**config.mk**
```make
export PLATFORM = sky130hd
export DESIGN_NAME = vga_pixel_writer_flat
export DESIGN_NICKNAME = d
export VERILOG_FILES = /design/src/rtl/vga_pixel_writer_if.sv /design/src/rtl/vga_pixel_writer.sv /design/src/flat_wrapper.sv
export SDC_FILE = /design/constraint.sdc
export NUM_CORES = 1
export LEC_CHECK = 0
export BUFFER_PORTS_ARGS = -buffer_cell sky130_fd_sc_hd__buf_4
export CORE_AREA = 10 10 115 117
export DETAILED_ROUTE_END_ITERATION = 16
export DIE_AREA = 0 0 125 127
export PLACE_DENSITY = 0.55
export SETUP_SLACK_MARGIN = 0.5
export SYNTH_ARGS = -nofsm -noshare
export SYNTH_HDL_FRONTEND = slang
export SYNTH_SLANG_ARGS = --single-unit
```
**constraint.sdc**
```tcl
create_clock -name clk -period 2.2 [get_ports clk]
set_input_delay 0.11 -clock clk [delete_from_list [all_inputs] [get_ports clk]]
set_output_delay 0.11 -clock clk [all_outputs]
set_load 0.05 [all_outputs]
```
**src/rtl/vga_pixel_writer_if.sv**
```systemverilog
// Packed pixel handshake bus between the draw-source mux (master) and the pixel writer (slave).
interface vga_pixel_writer_if;
    logic [17:0] in_word;
    logic        in_valid;
    logic        in_ready;

    modport master (output in_word, output in_valid, input in_ready);
    modport slave  (input in_word, input in_valid, output in_ready);
endinterface

```
**src/rtl/vga_pixel_writer.sv**
```systemverilog
// Buffers packed pixel words in a small FIFO, range-checks them and drives the VGA
// adapter one pixel per clock; out-of-range pixels are dropped and counted.
module vga_pixel_writer #(
    parameter int DEPTH = 4,
    parameter int X_MAX = 160,
    parameter int Y_MAX = 120
) (
    input  logic                clk,
    input  logic                resetn,
    vga_pixel_writer_if.slave   in_bus,
    output logic [7:0]          vga_x,
    output logic [6:0]          vga_y,
    output logic [2:0]          vga_colour,
    output logic                vga_plot,
    output logic                busy,
    output logic [7:0]          drop_count
);
    localparam int AW = (DEPTH > 2) ? $clog2(DEPTH) : 1;
    localparam logic [AW:0] FULL_CNT = DEPTH[AW:0];
    localparam logic [8:0]  X_LIM    = X_MAX[8:0];
    localparam logic [7:0]  Y_LIM    = Y_MAX[7:0];

    logic [17:0]   mem_q [DEPTH];
    logic [17:0]   mem_d [DEPTH];
    logic [AW-1:0] rd_ptr_q, rd_ptr_d, wr_ptr_q, wr_ptr_d;
    logic [AW:0]   count_q, count_d;
    logic [7:0]    x_q, x_d;
    logic [6:0]    y_q, y_d;
    logic [2:0]    colour_q, colour_d;
    logic          plot_q, plot_d;
    logic [7:0]    drop_q, drop_d;

    logic          full, push, pop, in_range;
    logic [17:0]   head;

    always_comb begin
        full            = (count_q == FULL_CNT);
        in_bus.in_ready = resetn & ~full;
        push            = in_bus.in_valid & in_bus.in_ready;
        pop             = (count_q != '0);
        head            = mem_q[rd_ptr_q];
        in_range        = ({1'b0, head[17:10]} < X_LIM) && ({1'b0, head[9:3]} < Y_LIM);

        mem_d    = mem_q;
        rd_ptr_d = rd_ptr_q;
        wr_ptr_d = wr_ptr_q;
        count_d  = count_q;
        x_d      = x_q;
        y_d      = y_q;
        colour_d = colour_q;
        plot_d   = 1'b0;
        drop_d   = drop_q;

        if (push) begin
            mem_d[wr_ptr_q] = in_bus.in_word;
            wr_ptr_d        = wr_ptr_q + 1'b1;
        end

        if (pop) begin
            rd_ptr_d = rd_ptr_q + 1'b1;
            if (in_range) begin
                x_d      = head[17:10];
                y_d      = head[9:3];
                colour_d = head[2:0];
                plot_d   = 1'b1;
            end else if (drop_q != 8'hFF) begin
                drop_d = drop_q + 8'd1;
            end
        end

        // Push and pop in the same cycle leave the occupancy unchanged.
        case ({push, pop})
            2'b10:   count_d = count_q + 1'b1;
            2'b01:   count_d = count_q - 1'b1;
            default: count_d = count_q;
        endcase
    end

    always_ff @(posedge clk) begin
        if (!resetn) begin
            rd_ptr_q <= '0;
            wr_ptr_q <= '0;
            count_q  <= '0;
            x_q      <= '0;
            y_q      <= '0;
            colour_q <= '0;
            plot_q   <= 1'b0;
            drop_q   <= '0;
        end else begin
            rd_ptr_q <= rd_ptr_d;
            wr_ptr_q <= wr_ptr_d;
            count_q  <= count_d;
            x_q      <= x_d;
            y_q      <= y_d;
            colour_q <= colour_d;
            plot_q   <= plot_d;
            drop_q   <= drop_d;
        end
    end

    // Storage needs no reset: entries are only read once the count says they were written.
    always_ff @(posedge clk) begin
        mem_q <= mem_d;
    end

    assign vga_x      = x_q;
    assign vga_y      = y_q;
    assign vga_colour = colour_q;
    assign vga_plot   = plot_q;
    assign drop_count = drop_q;
    assign busy       = (count_q != '0) | plot_q;
endmodule

```
**src/flat_wrapper.sv**
```systemverilog
// flat-port wrapper written by rule: the top's interface ports become plain ports
module vga_pixel_writer_flat 
#(
    parameter int DEPTH = 4,
    parameter int X_MAX = 160,
    parameter int Y_MAX = 120
)
  (clk, resetn, vga_x, vga_y, vga_colour, vga_plot, busy, drop_count, in_bus_in_word, in_bus_in_valid, in_bus_in_ready);
  vga_pixel_writer_if in_bus_i ();
  input  logic clk;
  input  logic resetn;
  output logic [7:0] vga_x;
  output logic [6:0] vga_y;
  output logic [2:0] vga_colour;
  output logic vga_plot;
  output logic busy;
  output logic [7:0] drop_count;
  input wire logic [$bits(in_bus_i.in_word)-1:0] in_bus_in_word;
  input wire logic [$bits(in_bus_i.in_valid)-1:0] in_bus_in_valid;
  output wire logic [$bits(in_bus_i.in_ready)-1:0] in_bus_in_ready;
  assign in_bus_i.in_word = in_bus_in_word;
  assign in_bus_i.in_valid = in_bus_in_valid;
  assign in_bus_in_ready = in_bus_i.in_ready;
  vga_pixel_writer #(.DEPTH(DEPTH), .X_MAX(X_MAX), .Y_MAX(Y_MAX)) u_core (.clk(clk), .resetn(resetn), .in_bus(in_bus_i), .vga_x(vga_x), .vga_y(vga_y), .vga_colour(vga_colour), .vga_plot(vga_plot), .busy(busy), .drop_count(drop_count));
endmodule
```
==> results of run 1 <==
==> report_power, final <==
group          total (uW)  switching (uW)  internal, uW
registers            2610             211          2400
logic                2770            1610          1160
clock network        1490             719           769
total                6870            2540          4330
==> per-stage QoR <==
step           cells  instance area [sq um]  hold slack (ps)  setup slack (ps)  power (uW)
3_3_place_gp     458                   4900              311               178        4980
4_1_cts          504                   5500              209               277        6830
2_1_floorplan    270                   4360              209               191        4380
5_1_grt          509                   5610              249               221        7210
6_report         509                   5610              226               302        6870
3_5_place_dp     458                   4900              315               141        5010
==> how the worst max path moves through the flow <==
stage / cells past startpoint / start / slack [ps] / end
after floorplan: 10 / u_core.count_q[1] / 190 / u_core.count_q[2]
after global placement: 6 / u_core.rd_ptr_q[0] / 180 / u_core.drop_count[6]
after detailed placement: 6 / u_core.rd_ptr_q[0] / 140 / u_core.drop_count[6]
after CTS: 10 / u_core.count_q[0] / 280 / u_core.count_q[2]
after global routing: 10 / u_core.count_q[0] / 220 / u_core.count_q[2]
final: 10 / u_core.count_q[0] / 300 / u_core.count_q[2]
==> sequential cells by signal, indices dropped and copies added (netlist names) <==
signal / cells
u_core.count_q: 3
u_core.mem_q: 72
u_core.vga_plot: 1
u_core.vga_x: 8
u_core.vga_colour: 3
u_core.rd_ptr_q: 2
u_core.vga_y: 7
u_core.drop_count: 8
u_core.wr_ptr_q: 2
==> kinds of logic after synthesis <==
kind of cell / share of synthesized area
buf+inv: 0.0265
fa+ha+maj: 0.0221
xor+xnor: 0.0143
flops: 0.661
mux: 0.103
simple gates: 0.103
compound gates: 0.0690
==> metal layers <==
metal	vias up	global-route usage	routed length, microns	share of wire
met3	15	0.0327	309	0.034
met1	1248	0.141	4010	0.45
met5	-	0	0	0
met4	0	0.0440	184	0.021
li1	1201	-	-	-
met2	45	0.185	4460	0.50
==> cells in the final DEF, fill, tap and decap left out, drive strengths merged, types with 2 or more instances in the layout <==
| master | synthesis | final |
|---|---|---|
| xor2 | 3 | 3 |
| mux4 | 18 | 18 |
| buf | 9 | 74 |
| mux2i | 2 | 2 |
| o21ai | 22 | 22 |
| clkinv | 0 | 2 |
| dfxtp | 34 | 34 |
| nand4 | 4 | 4 |
| nand2 | 24 | 24 |
| ha | 6 | 6 |
| and3 | 6 | 6 |
| nand2b | 2 | 2 |
| nand3 | 23 | 23 |
| dlygate4sd3 | 0 | 18 |
| inv | 7 | 9 |
| a21oi | 5 | 6 |
| clkbuf | 5 | 11 |
| edfxtp | 72 | 72 |
| xnor2 | 4 | 4 |
| clkinvlp | 0 | 2 |
| nor2 | 11 | 11 |
| or3 | 2 | 2 |
==> critical path, cell delays in order (launching register included) <==
cell     delay [ps]
dfxtp_2         330
inv_2            70
a31oi_4         110
and2_4          170
inv_4            50
ha_4            120
inv_2            30
fa_2            340
xor2_1          150
or3_1           300
a21oi_1         140
==> area by class of cell <==
cell class / instances / area (sq um)
clock buffer: 10 / 229
timing repair buffer: 93 / 833
clock inverter: 6 / 40.0
tap: 143 / 179
inverter: 7 / 28.8
sequential: 106 / 2860
multi-input combinational: 144 / 1440
fill: 983 / 5520
==> repair_timing <==
item	CTS	global route
resized for setup	12	11
pin swaps	10	18
cloned	2	1
setup endpoints to repair	30	84
endpoints found under the hold margin	72	0
buffers inserted	10	4
hold buffers	18	0
==> flow_summary.json, run 1 <==
{
  "crit_path_end_kind": "flip-flop",
  "fin_crit_ps": 1900,
  "wl_per_cell_microns": 17.6,
  "htreeDepth": 3,
  "synth_edf_count": 72,
  "path_clk_slew_ps": 70,
  "postRouteAntennaNets": 0,
  "firstDrtPassIters": 4,
  "synth_most_common_cell": "edfxtp_1",
  "synthesis.area_sq_mm": 0.00430,
  "final_nets": 389,
  "core_area_sq_mm": 0.0111,
  "gp_congestion": 0.701,
  "cts.sinks": 106,
  "cap_violations": 0,
  "tritoncts": "yes",
  "regToRegSetupSlack_ps": 300,
  "r2r-end": "u_core.count_q[2]",
  "antenna_found_initial": 0,
  "clk_path_buf_depth": 2,
  "synth_top_cell_area_share": 0.503,
  "outcome": "complete, no violations",
  "syn_area_per_cell_sq_um": 15.9,
  "relSlewSlack": 0.533,
  "layout-drive-gt1-share": 0.467,
  "grt_max_degree": 44,
  "die_x_microns": 125,
  "whs_path_depth": 4,
  "ys.flop_type": "edfxtp_1",
  "worstSetupStartpointType": "flip-flop",
  "timing.rr.start": "u_core.count_q[0]",
  "insertion_delay_ps": 340,
  "r2r_cells": 10,
  "required_ps": 2470,
  "power_density_mw_per_mm2": 1220,
  "port-buffer-count": 49,
  "hold_start": "resetn",
  "finalHoldViolations": 0,
  "synthesis.nets": 298,
  "ioPinCount": 50,
  "finish.utilization": 0.504,
  "totalWireLength_mm": 8.96,
  "yosysSeqAreaShare": 0.661,
  "netlist_instances": 270,
  "synth_area_leader_cell": "edfxtp_1",
  "dp_hpwl_mm": 5.47,
  "setup-violations-final": 0,
  "grt_pass1_vias": 2596,
  "synth.distinct_cells": 42,
  "rows": 39,
  "critical_path_arrival_ps": 2170,
  "p_leak_uw": 0.00200,
  "synthTopCellsByArea": "edfxtp_1, dfxtp_1, mux4_2",
  "finClkSkew_ps": 4.78,
  "synth_commonest_cells": "edfxtp_1, dfxtp_1, nand2_1, o21ai_2, mux4_2",
  "synth-async-reset-ratio": 0,
  "initial_utilization": 0.386,
  "max_freq_mhz": 527,
  "cts_made_buffers": 9,
  "drc_errors": 0,
  "via_count": 2509,
  "finalCritPeriodShare": 0.863,
  "rsz0062_at_grt": "yes",
  "worstSetupPathType": "reg -> reg",
  "hp-class": "in -> reg",
  "tns_ps": 0,
  "slew_viol_final": 0,
  "whs_endpoint": "u_core.drop_count[7]",
  "yosys_warnings": 0,
  "track_usage": 0.114,
  "grt_pass1_wl_mm": 14.3,
  "cts-root-buf": "clkbuf_16",
  "vias_per_cell": 4.93,
  "worst_slew_pin_slew_ps": 697,
  "grt_remaining_overflow": 0,
  "peakVddDrop_v": 0.000761,
  "yosys_register_bits": 106,
  "syn2layout_area_growth_pct": 30.5,
  "die_h_microns": 127,
  "drt_iter0_drc": 149,
  "antennaDiodeCount": 0,
  "dieArea_sq_mm": 0.0159,
  "path_max_fanout": 3
}
No activity file was read; power rests on OpenSTA's default activity.
==> run 2: changes to the inputs <==
--- a/config.mk
+++ b/config.mk
@@ -5,11 +5,12 @@
 export SDC_FILE = /design/constraint.sdc
 export NUM_CORES = 1
 export LEC_CHECK = 0
+export ABC_AREA = 1
 export BUFFER_PORTS_ARGS = -buffer_cell sky130_fd_sc_hd__buf_4
-export CORE_AREA = 10 10 115 117
+export CORE_AREA = 2 2 107 109
 export DETAILED_ROUTE_END_ITERATION = 16
-export DIE_AREA = 0 0 125 127
-export PLACE_DENSITY = 0.55
+export DIE_AREA = 0 0 109 111
+export PLACE_DENSITY = 0.54
 export SETUP_SLACK_MARGIN = 0.5
 export SYNTH_ARGS = -nofsm -noshare
 export SYNTH_HDL_FRONTEND = slang
==> flow_summary.json, run 2 <==
{
  "finish.utilization": 0.519,
  "cts.sinks": 106,
  "outcome": "complete, no violations",
  "final_common_cell": "edfxtp_1",
  "finClkSkew_ps": 4.99,
  "setup-violations-final": 0,
  "hp-class": "in -> reg",
  "syn2layout_area_growth_pct": 34.2,
  "tritoncts": "yes",
  "fin_crit_ps": 1730,
  "cp_slowest_cell": "fa_2",
  "final_cell_mix": "edfxtp_1, buf_4, nand2_1",
  "largest_reg_flops": 72,
  "final_nets": 516,
  "ys.flop_type": "edfxtp_1",
  "seqPwrFrac": 0.321,
  "layout-drive-gt1-share": 0.283,
  "port-buffer-count": 49,
  "synth_top_cell_area_share": 0.505,
  "rsz0062_at_grt": "yes",
  "dieArea_sq_mm": 0.0121,
  "rows": 39,
  "finalHoldViolations": 0,
  "syn_area_per_cell_sq_um": 10.9,
  "dp_hpwl_mm": 6.33,
  "regMostFlops": "u_core.mem_q",
  "cts-root-buf": "clkbuf_16",
  "r2r_cells": 9,
  "cts_made_buffers": 9,
  "synth_compound_gate_area_share": 0.0950,
  "peakVddDrop_v": 0.00110,
  "combPwrFrac": 0.475,
  "htreeDepth": 3,
  "grt_remaining_overflow": 0,
  "tns_ps": 0,
  "antenna_found_initial": 0,
  "totalWireLength_mm": 10.3,
  "relSlewSlack": 0.757,
  "cellInternalPower_uw": 4860,
  "grt_pass1_vias": 3023,
  "power_density_mw_per_mm2": 1430,
  "cap_violations": 0,
  "synth_edf_count": 72,
  "yosysSeqAreaShare": 0.664,
  "worstSetupPathType": "reg -> reg",
  "drt_iter0_drc": 214,
  "p_switching_uw": 3350,
  "synth-async-reset-ratio": 0,
  "whs_path_depth": 3,
  "antennaDiodeCount": 0,
  "insertion_delay_ps": 350,
  "ioPinCount": 50,
  "required_ps": 2480,
  "firstDrtPassIters": 4,
  "synthTopCellsByArea": "edfxtp_1, dfxtp_1, nand2_1",
  "vias_per_cell": 4.99,
  "synth_area_leader_cell": "edfxtp_1",
  "synth_top_family_by_area": "simple AND/OR/NAND/NOR gates",
  "yosys.area_share.simple": 0.160,
  "cp_slowest_stage_delay_ps": 420,
  "max_freq_mhz": 579,
  "p_sw_frac": 0.408,
  "postRouteAntennaNets": 0,
  "synthAdderAreaFrac": 0.0222,
  "worstSetupStartpointType": "flip-flop",
  "gp_congestion": 0.756,
  "clk_path_buf_depth": 2,
  "grt_pass1_wl_mm": 15.9,
  "track_usage": 0.175,
  "netlist_instances": 393,
  "synth_commonest_cells": "edfxtp_1, nand2_1, nor2_1, dfxtp_1, a21oi_1",
  "wl_per_cell_microns": 16.2,
  "via_count": 3162,
  "grt_max_degree": 31,
  "finalCritPeriodShare": 0.785,
  "p_leak_uw": 0.00219,
  "synth.distinct_cells": 27,
  "muxShareOfSynthArea": 0,
  "die_x_microns": 109,
  "cpMostUsedCell": "nor2_1",
  "synth_xor_area_frac": 0.0102,
  "drc_errors": 0,
  "worst_slew_pin_slew_ps": 365,
  "p_clk_frac": 0.204,
  "path_max_fanout": 3,
  "core_area_sq_mm": 0.0111,
  "synthesis.area_sq_mm": 0.00428,
  "path_clk_slew_ps": 60,
  "die_h_microns": 111,
  "slew_viol_final": 0,
  "critical_path_arrival_ps": 2010,
  "initial_utilization": 0.386,
  "crit_path_end_kind": "flip-flop",
  "synthesis.nets": 421,
  "yosys_warnings": 0,
  "yosys_register_bits": 106,
  "cp_cell_sequence": "nor3_4 > inv_2 > buf_12 > ha_4 > inv_4 > fa_2 > nor2_1 > a21oi_1 > nor2_1",
  "synth_most_common_cell": "edfxtp_1"
}
## run 2: path summary, 6_finish.rpt
check | startpoint | to | slack, ps
setup / recovery | u_core.count_q[2] | u_core.count_q[1] | 470
hold / removal | resetn | u_core.drop_count[0] | 90
setup reg to reg | u_core.count_q[2] | u_core.count_q[1] | 470
hold reg to reg | u_core.vga_x[2] | u_core.vga_x[2] | 470
## run 2: through the flow
step	setup WS (ps)	hold WS [ps]	instances	power, uW	instance area (sq um)
finish	473	90.2	634	8210	5740
global route	423	96.4	634	8670	5740
CTS	491	84.4	619	7760	5520
detailed placement	218	317	579	5660	4860
global placement	283	311	579	5630	4860
floorplan	330	209	393	4890	4350
## run 2: cell families (layout without fill, tap and decap cells)
| logic type | count (synthesis) | count (layout) |
|---|---|---|
| and+or+nand+nor | 156 | 161 |
| DFF | 106 | 106 |
| AOI/OAI and AO/OA | 77 | 77 |
| buffers and inverters | 42 | 135 |
| adders and majority gates | 7 | 7 |
| xor gates and xnor gates | 5 | 5 |
## run 2: cell type report
cell class | instances | area [sq um]
flip-flops and latches | 106 | 2860
clock inverters | 4 | 77.6
well taps | 143 | 179
fillers | 1002 | 5330
clock buffers | 10 | 229
multi-input cells | 250 | 1430
repair buffers | 97 | 847
repair inverters | 1 | 11.3
inverters | 23 | 105
## run 2: power by group through the flow
stage / Sequential, uW / Clock (uW) / Combinational, uW
6_report: 2630 / 1670 / 3900
5_1_grt: 2660 / 1790 / 4220
4_1_cts: 2620 / 1720 / 3420
3_5_place_dp: 2620 / 0 / 3040
3_3_place_gp: 2620 / 0 / 3000
2_1_floorplan: 3150 / 0 / 1740
## run 2: critical path: cells and delay by family, from the launching register on
kind | cells | cell delay [ps]
and+or+nand+nor | 3 | 400
AOI/OAI and AO/OA | 1 | 50
buffers and inverters | 3 | 270
DFF | 1 | 370
adders and majority gates | 2 | 570
## run 2: metal layers
layer / part of all wire / global-route usage
met2: 0.48 / 0.276
met3: 0.046 / 0.0517
met4: 0.020 / 0.0607
met1: 0.45 / 0.230
met5: 0 / 0
## run 2: what timing repair did
item	CTS	global route
pin swaps	5	9
hold buffers	18	0
hold endpoints to repair	72	0
setup buffers	6	10
endpoints found under the setup margin	30	29
cloned	2	5
gates resized for setup	26	24
